--- config.mk ---
export PLATFORM = sky130hd
export DESIGN_NAME = svreal_reg_arbiter
export DESIGN_NICKNAME = d
export VERILOG_FILES = /design/src/rtl/svreal_reg_arbiter.sv
export SDC_FILE = /design/constraint.sdc
export NUM_CORES = 1
export LEC_CHECK = 0
export ABC_AREA = 1
export CORE_MARGIN = 2
export CORE_UTILIZATION = 46
export CTS_BUF_LIST = sky130_fd_sc_hd__clkbuf_8
export CTS_CLUSTER_SIZE = 12
export DETAILED_ROUTE_END_ITERATION = 10
export GPL_ROUTABILITY_DRIVEN = 0
export HOLD_SLACK_MARGIN = 0.1
export PLACE_DENSITY_LB_ADDON = 0.1
export SLEW_MARGIN = 20
export SYNTH_ARGS = -nofsm -noshare
export SYNTH_HDL_FRONTEND = slang
export SYNTH_SLANG_ARGS = --single-unit
--- constraint.sdc ---
create_clock -name clk -period 3.54 [get_ports clk]
set_input_delay 0.531 -clock clk [delete_from_list [all_inputs] [get_ports clk]]
set_output_delay 0.531 -clock clk [all_outputs]
set_load 0.02 [all_outputs]
--- src/rtl/svreal_reg_arbiter.sv ---
// svreal_reg_arbiter: round-robin arbiter granting N requesters load/saturating-add access to one fixed-point register
module svreal_reg_arbiter #(
    parameter int  N_REQ    = 3,
    parameter int  WIDTH    = 16,
    parameter int  EXPONENT = -8,
    parameter real INIT_VAL = 1.23,
    localparam int IDW      = $clog2(N_REQ > 1 ? N_REQ : 2)
) (
    input  logic                      clk,
    input  logic                      rst_n,
    input  logic                      ce,
    input  logic [N_REQ-1:0]          req_valid,
    input  logic [N_REQ-1:0]          req_op,
    input  logic [N_REQ*WIDTH-1:0]    req_data,
    output logic [N_REQ-1:0]          req_ready,
    output logic signed [WIDTH-1:0]   q,
    output logic                      upd,
    output logic [IDW-1:0]            upd_id,
    output logic                      sat
);
    // $rtoi truncates toward zero, so offsetting by +/-0.5 first rounds half away from zero
    localparam real SCALED = INIT_VAL * (2.0 ** (-EXPONENT));
    localparam real RND    = SCALED >= 0.0 ? SCALED + 0.5 : SCALED - 0.5;
    localparam real MAXR   = (2.0 ** (WIDTH - 1)) - 1.0;
    localparam real MINR   = -(2.0 ** (WIDTH - 1));
    localparam real CLIP   = RND > MAXR ? MAXR : (RND < MINR ? MINR : RND);
    localparam integer INIT_I = $rtoi(CLIP);
    localparam logic signed [WIDTH-1:0] INIT_FIXED = INIT_I[WIDTH-1:0];
    localparam logic signed [WIDTH-1:0] MAX_V = {1'b0, {(WIDTH-1){1'b1}}};
    localparam logic signed [WIDTH-1:0] MIN_V = {1'b1, {(WIDTH-1){1'b0}}};

    logic [IDW-1:0]          ptr;
    logic [IDW-1:0]          winner;
    logic [IDW-1:0]          cand;
    logic                    found;
    logic                    grant;
    logic                    op;
    logic signed [WIDTH-1:0] data;
    logic signed [WIDTH:0]   sum;
    logic                    ovf;
    logic signed [WIDTH-1:0] clipped;

    always_comb begin
        found  = 1'b0;
        winner = '0;
        cand   = '0;
        for (int k = 0; k < N_REQ; k++) begin
            cand = IDW'((int'(ptr) + k) % N_REQ);
            if (!found && req_valid[cand]) begin
                found  = 1'b1;
                winner = cand;
            end
        end
    end

    assign grant     = rst_n & ce & found;
    assign req_ready = grant ? (N_REQ'(1) << winner) : '0;
    assign op        = req_op[winner];
    assign data      = req_data[winner*WIDTH +: WIDTH];
    assign sum       = {q[WIDTH-1], q} + {data[WIDTH-1], data};
    assign ovf       = sum[WIDTH] ^ sum[WIDTH-1];
    assign clipped   = ovf ? (sum[WIDTH] ? MIN_V : MAX_V) : sum[WIDTH-1:0];

    always_ff @(posedge clk) begin
        if (!rst_n) begin
            q      <= INIT_FIXED;
            ptr    <= '0;
            upd    <= 1'b0;
            sat    <= 1'b0;
            upd_id <= '0;
        end else begin
            upd <= grant;
            sat <= grant & op & ovf;
            if (grant) begin
                q      <= op ? clipped : data;
                ptr    <= winner == IDW'(N_REQ - 1) ? '0 : winner + 1'b1;
                upd_id <= winner;
            end
        end
    end
endmodule

Word level (Yosys, flattened, before mapping)
Cells that the tools add are included.
- order comparisons: 4
- equality and inequality tests: 1
- reductions and logical operators: 4
- $add $sub $neg: 4
- bitwise gates (word level): 5
- shifts and indexed selects: 2
- div/mod/pow operators: 3
- mux-type cells: 19
- operators by type and width (operator ; count):
    $mod A32 B3 Y32 const B ; 2
    $mux W16 ; 3
    $shiftx A48 B7 Y16 ; 1
    $mod A3 B3 Y32 const B ; 1
    $add A16 B16 Y17 ; 1
    $lt A2 B3 Y1 const B ; 4
    $bmux W1 S2 ; 4
    $mux W2 ; 4
    $mux W1 ; 7
    $and A1 B1 Y1 ; 4
    $add A2 B1 Y3 const B ; 1
    $add A2 B2 Y3 const B ; 1
    $mux W3 ; 1
    $shl A1 B2 Y3 const A ; 1
    $add A2 B1 Y2 const B ; 1
    $eq A2 B2 Y1 const B ; 1
    $logic_and A1 B1 Y1 ; 2
    $logic_not A1 Y1 ; 2
    $xor A1 B1 Y1 ; 1
- bits in registers: 22
- word-level logic and storage cells: 47

Logic depth before layout (Yosys ltp)
Gate-level depths: netlist of run 1.
- depth in word-level cells: 15
- gate-level depth with buffers: 34
- gate-level depth less buffers: 31

Least setup slack after synthesis of run 1
OpenSTA, ideal clock, no wires.
- path kind: register to register
- start: register ptr[0]
- end: register q[1]
- setup time: 115 ps
- clock period less this slack: 3772 ps
- path slack: -232 ps
- required time: 3425 ps
- data arrival time: 3658 ps
- cell stages (with the launch flop): 30
- path through: dfxtp_1 inv_1 ha_1 inv_1 nand3_1 nand2_2 nand4_4 nand2_4 buf_6 buf_2 nand2_1 nand2_1 nand2_1 nand2_1 inv_1 ha_1 fa_1 nand3_1 nand3_1 nand2_1 nand2_1 nand2_1 nand3_1 nand2_1 nand2_1 buf_2 a21oi_1 nand2_1 nand3_1 nand2_1
- word-level cells in the longest chain between the ends: 15
- elaborated cells on any way between the ends: 30
- classes of those cells: add/sub: 3; div: 3; shift: 1; mux: 17; bitwise: 2; reduce/logical: 4
- ends and longest elaborated chain (what ; line ; RTL):
    start: declaration ; 32 ; logic [IDW-1:0] ptr;
    start signal: assignment ; 76 ; ptr <= winner == IDW'(N_REQ - 1) ? '0 : winner + 1'b1;
    parallel branches: the longest is 15 deep, another holds $mod A32 B3 Y32 ; n/a ;
    end signal: assignment ; 75 ; q <= op ? clipped : data;
    end: declaration ; 16 ; output logic signed [WIDTH-1:0] q,
Several ways; the timed one is not identified. The select of a mux whose other input is x is not followed.
A chain may end at the register's enable or synchronous reset.

Worst setup path after layout of run 1
- start: register ptr[0]
- end: register q[5]
The elaborated chain is that of the path after synthesis.

==> impl_metrics.ini, run 1 <==
[run_status]
status = finished, violations left
violations = negative setup slack

[setup_path]
worst-path-buf-inv = 6
cp_slowest_stage_delay_ns = 0.38
crit_path_start = ptr[0]$_SDFFE_PN0P_
end_kind = flop
critPathSlowestCell = dfxtp_4
critPathRequiredTime_ns = 3.70
crit_top_cell = nand2_1
r2r_start = ptr[0]$_SDFFE_PN0P_
cp_data_arrival_time_ns = 3.75
path_max_fanout = 8
start_kind = flop
worstSetupPathType = flop to flop
cp_top_family = simple AND/OR/NAND/NOR gates

[global_routing]
grt_usage_pct = 27.7
antenna_found_initial = 0
grt_max_degree = 18
grt_pass1_wl_mm = 16.2
grt_pass1_vias = 3599
overflow = 0

[cells_and_area]
nFillCells = 372
nets = 756
multiInputGateArea_sq_um = 2550
drive_gt1_share_pct = 30.3
diodes = 0
design_area_sq_um = 4940
post-route-util_pct = 82.5
mostFrequentLayoutCell = nand2_1
final_cell_mix = nand2_1, clkdlybuf4s50_1, buf_4
regArea_sq_um = 448
area_delta_synth_final_pct = 71.1

[sta]
max_slew_margin_pct = 37.4
setup-violations-final = 8
rsz0062_at_grt = yes
min_period_over_period_pct = 101
setup_ws_ns = -0.0501
clock_skew_ns = 0.00700
final_hold_viol_count = 0
min_period_ns = 3.59
drv_slew = 0
whs_ns = 0.461
tightest_slew_ns = 0.935
fmax_mhz = 279

[run]
cap_viol_max_count = 0

[logic_synthesis]
ys_seq_area_share_pct = 15.3
ys_ff_latch = 22
syn_avg_cell_area_sq_um = 5.50
netlist_area_sq_um = 2890
ys_warn_count = 0
syn_nets = 603
synthCells = 525
ys_types = 28

[floorplanning]
pin_count = 80
die_h_um = 83.2
start_util_pct = 48.2
die_w_um = 83.2
fp.dieArea_sq_um = 6930
row_count = 28
core_area_sq_um = 5990

[clocking]
cts_root_buffer = clkbuf_8
clock_path_buffers = 2
cts_num_sinks = 22
cts-buffers-inserted = 3
clk_pin_slew_ns = 0.09
worstSkewPairLatency_ns = 0.27
htree_levels = 1
tritoncts = yes

[route]
avgRoutedWirePerCell_um = 14.6
vias = 3969
ant_nets = 0
first_iter_violations = 305
vias_per_cell = 5.28
first_pass_iters = 5
drc_errors = 0
wl_mm = 11.0

[hold_path]
min_from = upd_id[1]$_SDFFE_PN0P_
hold_path.class = flop to flop

[place]
dpl_cell_area_sq_um = 4210
portBuffers = 79
dpl.hpwl_mm = 7.24
## final timing paths
path,cells past startpoint,slack (ns),to
setup reg to reg,29,-0.05,q[5]$_SDFFE_PN1P_
hold / removal,2,0.46,upd_id[1]$_SDFFE_PN0P_
hold reg to reg,2,0.46,upd_id[1]$_SDFFE_PN0P_
setup / recovery,29,-0.05,q[5]$_SDFFE_PN1P_
## cell families (layout without fill, tap and decap cells)
logic type / Yosys count / in the layout / synth area share, %
compound gates: 41 / 41 / 8.49
fa+ha+maj: 21 / 21 / 9.36
simple gates: 338 / 339 / 51.1
buf+inv: 96 / 247 / 13.6
flops: 22 / 22 / 15.3
xor+xnor: 7 / 7 / 2.12
## tightest hold or removal path, cell delays in order, from the launching register on
cell and delay [ns]:
dfxtp_1 0.32, nand2_1 0.06, nand2_1 0.04
## state kept, by name, indices dropped and copies added (netlist names)
register / cells
upd_id: 2
upd: 1
ptr: 2
sat: 1
q: 16
## through the flow
stage	TNS [ns]	std cells	setup slack [ns]
CTS	0	745	0.000419
global route	-3.15	752	-0.235
global placement	-7.04	727	-0.441
detailed placement	-8.82	727	-0.566
floorplan	0	525	0.0163
finish	-0.143	752	-0.0501
## layout make-up
type	instances	share of cell area, %
multi-input combinational	408	51.5
inverter	82	6.53
tap	75	1.90
sequential	22	9.06
clock buffer	4	1.11
timing repair buffer	161	29.8
## synthesized netlist by cell type
| master | number | area share (%) |
|---|---|---|
| nand4_4 | 1 | 0.74 |
| a21oi_4 | 2 | 1.1 |
| nand3_2 | 1 | 0.35 |
| o21ai_2 | 1 | 0.30 |
| buf_2 | 9 | 1.6 |
| inv_1 | 75 | 9.7 |
| inv_2 | 7 | 0.91 |
| ha_1 | 20 | 8.7 |
| nor2_1 | 13 | 1.7 |
| o22ai_1 | 1 | 0.22 |
| buf_1 | 1 | 0.13 |
| xor2_1 | 7 | 2.1 |
| fa_1 | 1 | 0.69 |
| nand2_1 | 246 | 32 |
| nand3_1 | 39 | 6.8 |
| a211oi_2 | 1 | 0.43 |
| nor2_2 | 1 | 0.22 |
| a21oi_1 | 31 | 5.4 |
| dfxtp_1 | 22 | 15 |
| nand2_4 | 4 | 1.6 |
| clkbuf_1 | 1 | 0.13 |
| nand2_2 | 7 | 1.5 |
| nand3b_1 | 18 | 4.7 |
| o21bai_1 | 2 | 0.52 |
| nand4_1 | 6 | 1.3 |
| o21ai_0 | 3 | 0.52 |
| nor3_1 | 2 | 0.35 |
| buf_6 | 3 | 1.2 |
## repair_timing
item	CTS	global route
pin swaps	14	32
hold buffers	0	0
gates cloned	1	1
buffers inserted	13	6
resized for setup	52	71
setup endpoints to repair	17	17
## routing by layer
layer	up-vias	GRT usage, %	share of wire, %
met5	-	0	0
met2	221	48.1	48
met1	1782	35.5	41
li1	1933	-	-
met3	33	4.08	8.5
met4	0	7.45	2.3
Power of run 1 is not shown: default switching activity piles up to over one toggle a cycle in this logic, so the estimate is an artifact.
==> run 2: changes to the inputs <==
--- a/config.mk
+++ b/config.mk
@@ -18,3 +18,4 @@
 export SYNTH_ARGS = -nofsm -noshare
 export SYNTH_HDL_FRONTEND = slang
 export SYNTH_SLANG_ARGS = --single-unit
+export TNS_END_PERCENT = 5
==> run 2 against run 1 <==
  * The run still ends with negative setup slack left
  * Worst hold slack about the same
  * Clock skew down 0.0027 ns
  * Wire length down 0.84%
  * Largest cell class unchanged
  * Setup slack better by 0.029 ns
  * Via count down 0.60%
  * Critical path type unchanged
  * Core utilization down 0.13 points
  * Final cell count unchanged
==> impl_metrics.ini, run 2 (synthesis gave the netlist of run 1 again) <==
[sta]
final_hold_viol_count = 0
max_slew_margin_pct = 38.0
clock_skew_ns = 0.00434
tightest_slew_ns = 0.926
min_period_over_period_pct = 101
fmax_mhz = 281
rsz0062_at_grt = yes
min_period_ns = 3.56
setup-violations-final = 6
setup_ws_ns = -0.0212
drv_slew = 0

[cells_and_area]
nets = 756
final_cell_mix = nand2_1, clkdlybuf4s50_1, buf_4
largest_register_ffs = 16
mostFrequentLayoutCell = nand2_1
drive_gt1_share_pct = 29.8
design_area_sq_um = 4930
largest-register = q
diodes = 0
area_delta_synth_final_pct = 70.9
reg_top3 = q x16, ptr x2, upd_id x2

[route]
wl_mm = 10.9
avgRoutedWirePerCell_um = 14.5
ant_nets = 0
drc_errors = 0
first_pass_iters = 7
first_iter_violations = 277
vias = 3945
vias_per_cell = 5.25

[floorplanning]
start_util_pct = 48.2
row_count = 28
fp.dieArea_sq_um = 6930
pin_count = 80
die_w_um = 83.2
die_h_um = 83.2
core_area_sq_um = 5990

[setup_path]
cp_top_family = simple AND/OR/NAND/NOR gates
worst-path-buf-inv = 7
reg2reg_slack_ns = -0.02
path_max_fanout = 8
end_kind = flop
start_kind = flop
r2r-end = q[5]$_SDFFE_PN1P_
worstSetupPathType = flop to flop
cp_slowest_stage_delay_ns = 0.38
crit_top_cell = nand2_1
critPathSlowestCell = dfxtp_4
r2r_start = ptr[0]$_SDFFE_PN0P_
critPathRequiredTime_ns = 3.70
r2r_cells = 28
cp_data_arrival_time_ns = 3.72

[run_status]
violations = negative setup slack
status = finished, violations left

[place]
portBuffers = 79
dpl.hpwl_mm = 7.24
dpl_cell_area_sq_um = 4210
dp_slack_ns = -0.566

[clocking]
cts_root_buffer = clkbuf_8
worstSkewPairLatency_ns = 0.27
clock_path_buffers = 2
htree_levels = 1
cts_num_sinks = 22
cts-buffers-inserted = 3
tritoncts = yes
clk_pin_slew_ns = 0.08

[global_routing]
grt_usage_pct = 27.7
grt_pass1_vias = 3599
overflow = 0
antenna_found_initial = 0
grt_max_degree = 18
grt_pass1_wl_mm = 16.2

[hold_path]
hold_path.class = flop to flop
hold_end = upd_id[1]$_SDFFE_PN0P_
min_from = upd_id[1]$_SDFFE_PN0P_
holdPathStages = 2

[run]
cap_viol_max_count = 0
==> run 2: through the flow <==
step | setup TNS (ns) | instances | util, % | hold WS [ns]
final | -0.0587 | 752 | 82.4 | 0.461
after global routing | -3.05 | 752 | 82.4 | 0.506
after CTS | 0 | 745 | 77.0 | 0.462
after detailed placement | -8.82 | 727 | 70.2 | 0.444
after global placement | -7.04 | 727 | 70.2 | 0.442
after floorplan | 0 | 525 | - | 0.519
==> run 2: cell type report <==
type                    instances  area [sq um]
flip-flops and latches         22           448
clock buffers                   4          55.1
repair buffers                161          1470
inverters                      82           323
well taps                      75          93.8
multi-input cells             408          2540
fillers                       374          1060
==> run 2: how the worst max path moves through the flow <==
stage	start	endpoint	slack, ns	cells past startpoint
after global placement	req_valid[2]	q[11]$_SDFFE_PN0P_	-0.44	27
final	ptr[0]$_SDFFE_PN0P_	q[5]$_SDFFE_PN1P_	-0.02	28
after detailed placement	req_valid[2]	q[13]$_SDFFE_PN0P_	-0.57	27
after CTS	req_valid[0]	q[10]$_SDFFE_PN0P_	0.0004	29
after floorplan	ptr[0]$_SDFFE_PN0P_	q[1]$_SDFFE_PN1P_	0.02	29
after global routing	ptr[0]$_SDFFE_PN0P_	q[5]$_SDFFE_PN1P_	-0.23	27
==> run 2: timing repair <==
action | 4_1_cts | 5_1_grt
cloned | 1 | 1
endpoints found under the setup margin | 17 | 17
hold buffers | 0 | 0
gates resized for setup | 52 | 67
setup buffers | 13 | 6
pin swaps | 14 | 26
==> run 2: layer usage <==
metal	track usage, %	up-vias	wire length [um]
li1	-	1939	-
met3	4.08	28	753
met5	0	-	0
met4	7.45	0	272
met2	48.1	206	5310
met1	35.5	1772	4550
==> run 2: worst min-delay path, cell delays in order, from the launching register on <==
cell	delay [ns]
dfxtp_1	0.32
nand2_1	0.06
nand2_1	0.04
Power of run 2 is left out for the same reason.
==> run 3: changes to the inputs <==
--- a/config.mk
+++ b/config.mk
@@ -7,7 +7,7 @@
 export LEC_CHECK = 0
 export ABC_AREA = 1
 export CORE_MARGIN = 2
-export CORE_UTILIZATION = 46
+export CORE_UTILIZATION = 54
 export CTS_BUF_LIST = sky130_fd_sc_hd__clkbuf_8
 export CTS_CLUSTER_SIZE = 12
 export DETAILED_ROUTE_END_ITERATION = 10
==> constraint.sdc (replaced) <==
create_clock -name clk -period 4.3 [get_ports clk]
set_input_delay 0.645 -clock clk [delete_from_list [all_inputs] [get_ports clk]]
set_output_delay 0.645 -clock clk [all_outputs]
set_load 0.02 [all_outputs]
==> run 3 against run 2 <==
  * The flow now finishes without violations
  * Worst hold slack better by 0.0046 ns
  * Count of clock-buffer cells in the layout decreased by 1
  * Die area shrank 14%
  * Design area decreased by 20%
  * Critical path depth unchanged
  * Sequential share of layout area grew 2.1 points
  * Via count shrank 11%
  * First-iteration DRC count decreased by 5.8%
  * Critical endpoint is now q[2]$_SDFFE_PN0P_
  * Highest routed layer unchanged
==> impl_metrics.ini, run 3 (synthesis gave the netlist of run 1 again) <==
[sta]
max_slew_margin_pct = 68.0
final_hold_viol_count = 0
fmax_mhz = 250
fin_setup_tns_ns = 0
setup-violations-final = 0
rsz0062_at_grt = no
tightest_slew_ns = 0.478
min_period_over_period_pct = 93.2
min_period_ns = 4.01
drv_slew = 0
clock_skew_ns = 0.00314
whs_ns = 0.465

[global_routing]
met1_usage_pct = 36.7
gr-usage-met3_pct = 4.00
grt_pass1_wl_mm = 13.9
use_met2_pct = 47.0
grt_usage_pct = 27.8
grt_pass1_vias = 3261
grt-busiest-layer = met2
overflow = 0
grt_max_degree = 21
antenna_found_initial = 0

[floorplanning]
die_w_um = 77.1
start_util_pct = 56.2
pin_count = 80
fp.dieArea_sq_um = 5950
row_count = 26
die_h_um = 77.1
core_area_sq_um = 5140

[setup_path]
path_max_fanout = 20
start_kind = primary input
crit_path_start = req_valid[2]
cp_data_arrival_time_ns = 4.19
end_kind = flop
reg2reg_slack_ns = 0.37
worstSetupPathType = primary input to flop
r2r_cells = 28
r2r_start = ptr[0]$_SDFFE_PN0P_
r2r-end = q[2]$_SDFFE_PN0P_
critPathCapture = q[2]$_SDFFE_PN0P_
critPathRequiredTime_ns = 4.48

[clocking]
postCtsSetupRepairBufs = 0
clk_pin_slew_ns = 0.09
hold_buffers = 0
cts_root_buffer = clkbuf_8
cts-buffers-inserted = 3
tritoncts = yes
worstSkewPairLatency_ns = 0.28
clock_path_buffers = 2
cts_num_sinks = 22
htree_levels = 1
ctsResizeCount = 0

[route]
drc_errors = 0
vias = 3499
first_pass_iters = 6
avgRoutedWirePerCell_um = 12.2
ant_nets = 0
wl_mm = 8.27
first_iter_violations = 261
vias_per_cell = 5.17

[cells_and_area]
drive_gt1_share_pct = 9.06
diodes = 0
largest-register = q
mostFrequentLayoutCell = nand2_1
nets = 686
area_delta_synth_final_pct = 36.5
largest_register_ffs = 16
reg_top3 = q x16, ptr x2, upd_id x2
final_cell_mix = nand2_1, clkdlybuf4s50_1, inv_1

[place]
dpl.hpwl_mm = 6.50
portBuffers = 79

[run_status]
status = complete, no violations

[hold_path]
hold_path.class = flop to flop
min_from = upd_id[1]$_SDFFE_PN0P_

[run]
cap_viol_max_count = 0
==> run 3: cell types whose count changed in the layout (fill, tap and decap cells not counted), moves of 6 or more <==
cell / before / now
a21oi_1: 17 / 28
a21oi_2: 14 / 3
buf_4: 75 / 11
ha_1: 2 / 17
ha_4: 17 / 3
inv_1: 63 / 75
inv_2: 14 / 7
nand2_1: 213 / 241
nand2_2: 33 / 12
nand2_4: 11 / 3
nand3_1: 31 / 38
nand3_2: 8 / 2
==> run 3: critical path: stages <==
cell	delay, ns
clkdlybuf4s50_1	0.50
inv_1	0.07
o21ai_2	0.21
nand2_4	0.10
nand3_1	0.15
nand2_4	0.10
nand2_8	0.14
inv_2	0.06
buf_4	0.16
nand2_1	0.05
nand2_1	0.05
nand2_1	0.11
inv_1	0.05
ha_1	0.35
nand3_1	0.11
nand3_1	0.16
nand2_1	0.10
nand2_2	0.12
nand2_1	0.11
nand2_1	0.07
nand2_1	0.04
nand2_1	0.10
nand2_1	0.06
buf_4	0.20
a21oi_1	0.17
nand2_1	0.07
nand3_1	0.08
nand2_1	0.04
==> run 3: cell type report <==
cell class | count | area (sq um)
Clock buffer | 3 | 41.3
Clock inverter | 1 | 30.0
Fill cell | 431 | 1200
Inverter | 82 | 308
Multi-Input combinational cell | 407 | 2130
Sequential cell | 22 | 440
Tap cell | 70 | 87.6
Timing Repair Buffer | 92 | 905
==> run 3: worst min path at each step <==
| stage | endpoint | slack (ns) | depth (start not counted) |
|---|---|---|---|
| 2_1_floorplan | ptr[1]$_SDFFE_PN0P_ | 0.51 | 2 |
| 3_3_place_gp | upd_id[1]$_SDFFE_PN0P_ | 0.44 | 2 |
| 3_5_place_dp | upd_id[1]$_SDFFE_PN0P_ | 0.45 | 2 |
| 4_1_cts | upd_id[1]$_SDFFE_PN0P_ | 0.47 | 2 |
| 5_1_grt | upd_id[1]$_SDFFE_PN0P_ | 0.50 | 2 |
| 6_report | upd_id[1]$_SDFFE_PN0P_ | 0.47 | 2 |
==> run 3: stage by stage <==
stage               worst slack [ns]  instances  util [%]  cell area [sq um]
finish                         0.293        677      76.7               3940
global route                  0.0183        677      76.7               3940
CTS                            0.346        677      75.1               3860
detailed placement            0.0554        673      73.7               3790
global placement               0.168        673      73.7               3790
floorplan                      0.528        525         -               2890
==> run 3: per-layer routing <==
metal / wire, um / share of wire, %
met1: 3700 / 45
met2: 3770 / 46
met3: 691 / 8.4
met4: 105 / 1.3
met5: 0 / 0
Power of run 3 is left out for the same reason.
==> RTL edit (settings of run 3) <==
The parameter `N_REQ` goes from 3 to 6.
--- a/src/rtl/svreal_reg_arbiter.sv
+++ b/src/rtl/svreal_reg_arbiter.sv
@@ -2,3 +2,3 @@
 module svreal_reg_arbiter #(
-    parameter int  N_REQ    = 3,
+    parameter int  N_REQ    = 6,
     parameter int  WIDTH    = 16,
Ports: changed (5 resized); port bits go from 80 to 138. No check against the original RTL was run, so the function may have changed too.
==> RTL edit against run 3 <==
  * The flow now stops in global routing (5_1_grt)
  * Area after synthesis increased by 47%
==> RTL edit: results (changes against run 3) <==
ranking of synthesized cells by area=nand2_1 (32%), dfxtp_1 (11%), inv_1 (8.4%), nand3_1 (8.3%), ha_1 (8.0%); synth cell count leaders=nand2_1 (365), inv_1 (95), nand3_1 (70), nor2_1 (46), nand3b_1 (33); Seq/Total Area, Yosys=11.3% (-3.9 points); ys flop type=dfxtp_1; clock sinks=24 (+9.1%); outcome=aborted with a tool error; Fail Step=global routing (5_1_grt); CTS HTree Levels=1 (unchanged); WEP type=sequential cell input; gr usage total=101%; clk buf depth=2 (unchanged); synth unique cells=38 (+36%); cts bufs inserted=3 (unchanged); FFs w/ async S/R, synth=0% (unchanged); stop err=[ERROR GRT-0232] Routing congestion too high. Check the congestion heatmap in the GUI.; HPWL Detailed=12900 um (+98%); CTS root buffer=clkbuf_8; Placed Area=6530 um2 (+72%); Mapped Area=4240 um2 (+47%); Ys Warns=0 (unchanged); IO Port Bufs=137 (+73%); GR Overflow Total=957; Syn Nets=941 (+56%); Crit. endpoint post-GRT repair=q[1]$_SDFFE_PN1P_/D; largest net degree at the start of global routing=19
==> RTL edit: cell count changes after synthesis, moves of 10 or more <==
cell	before	now
nand2_1	246	365
nor2_1	13	46
nand3_1	39	70
inv_1	75	95
nand3b_1	18	33
o21ai_0	3	14
buf_2	9	19
==> RTL edit: timing repair <==
item / CTS
buffers inserted: 19
cloned: 4
pin swaps: 52
gates resized for setup: 89
endpoints found under the setup margin: 23
endpoints found under the hold margin: 0
==> RTL edit: cells by family after synthesis <==
family | share of synthesized area, %
AND/OR/NAND/NOR | 55.9
buffers and inverters | 13.1
AO/OA/AOI/OAI | 7.85
adder cells (fa/ha/maj) | 8.44
flip-flops | 11.3
XOR/XNOR | 3.07
multiplexers | 0.236
==> RTL edit: per-layer routing <==
metal | track usage (%) | overflow
met1 | 85.6 | 3
met2 | 142 | 708
met3 | 67.0 | 2
met4 | 126 | 244
met5 | 24.4 | 0
==> RTL edit: per-stage QoR <==
step | instances | TNS [ns] | setup slack, ns
2_1_floorplan | 802 | -9.49 | -0.643
3_3_place_gp | 1115 | -15.37 | -0.936
4_1_cts | 1142 | -13.26 | -0.838
3_5_place_dp | 1115 | -20.57 | -1.22
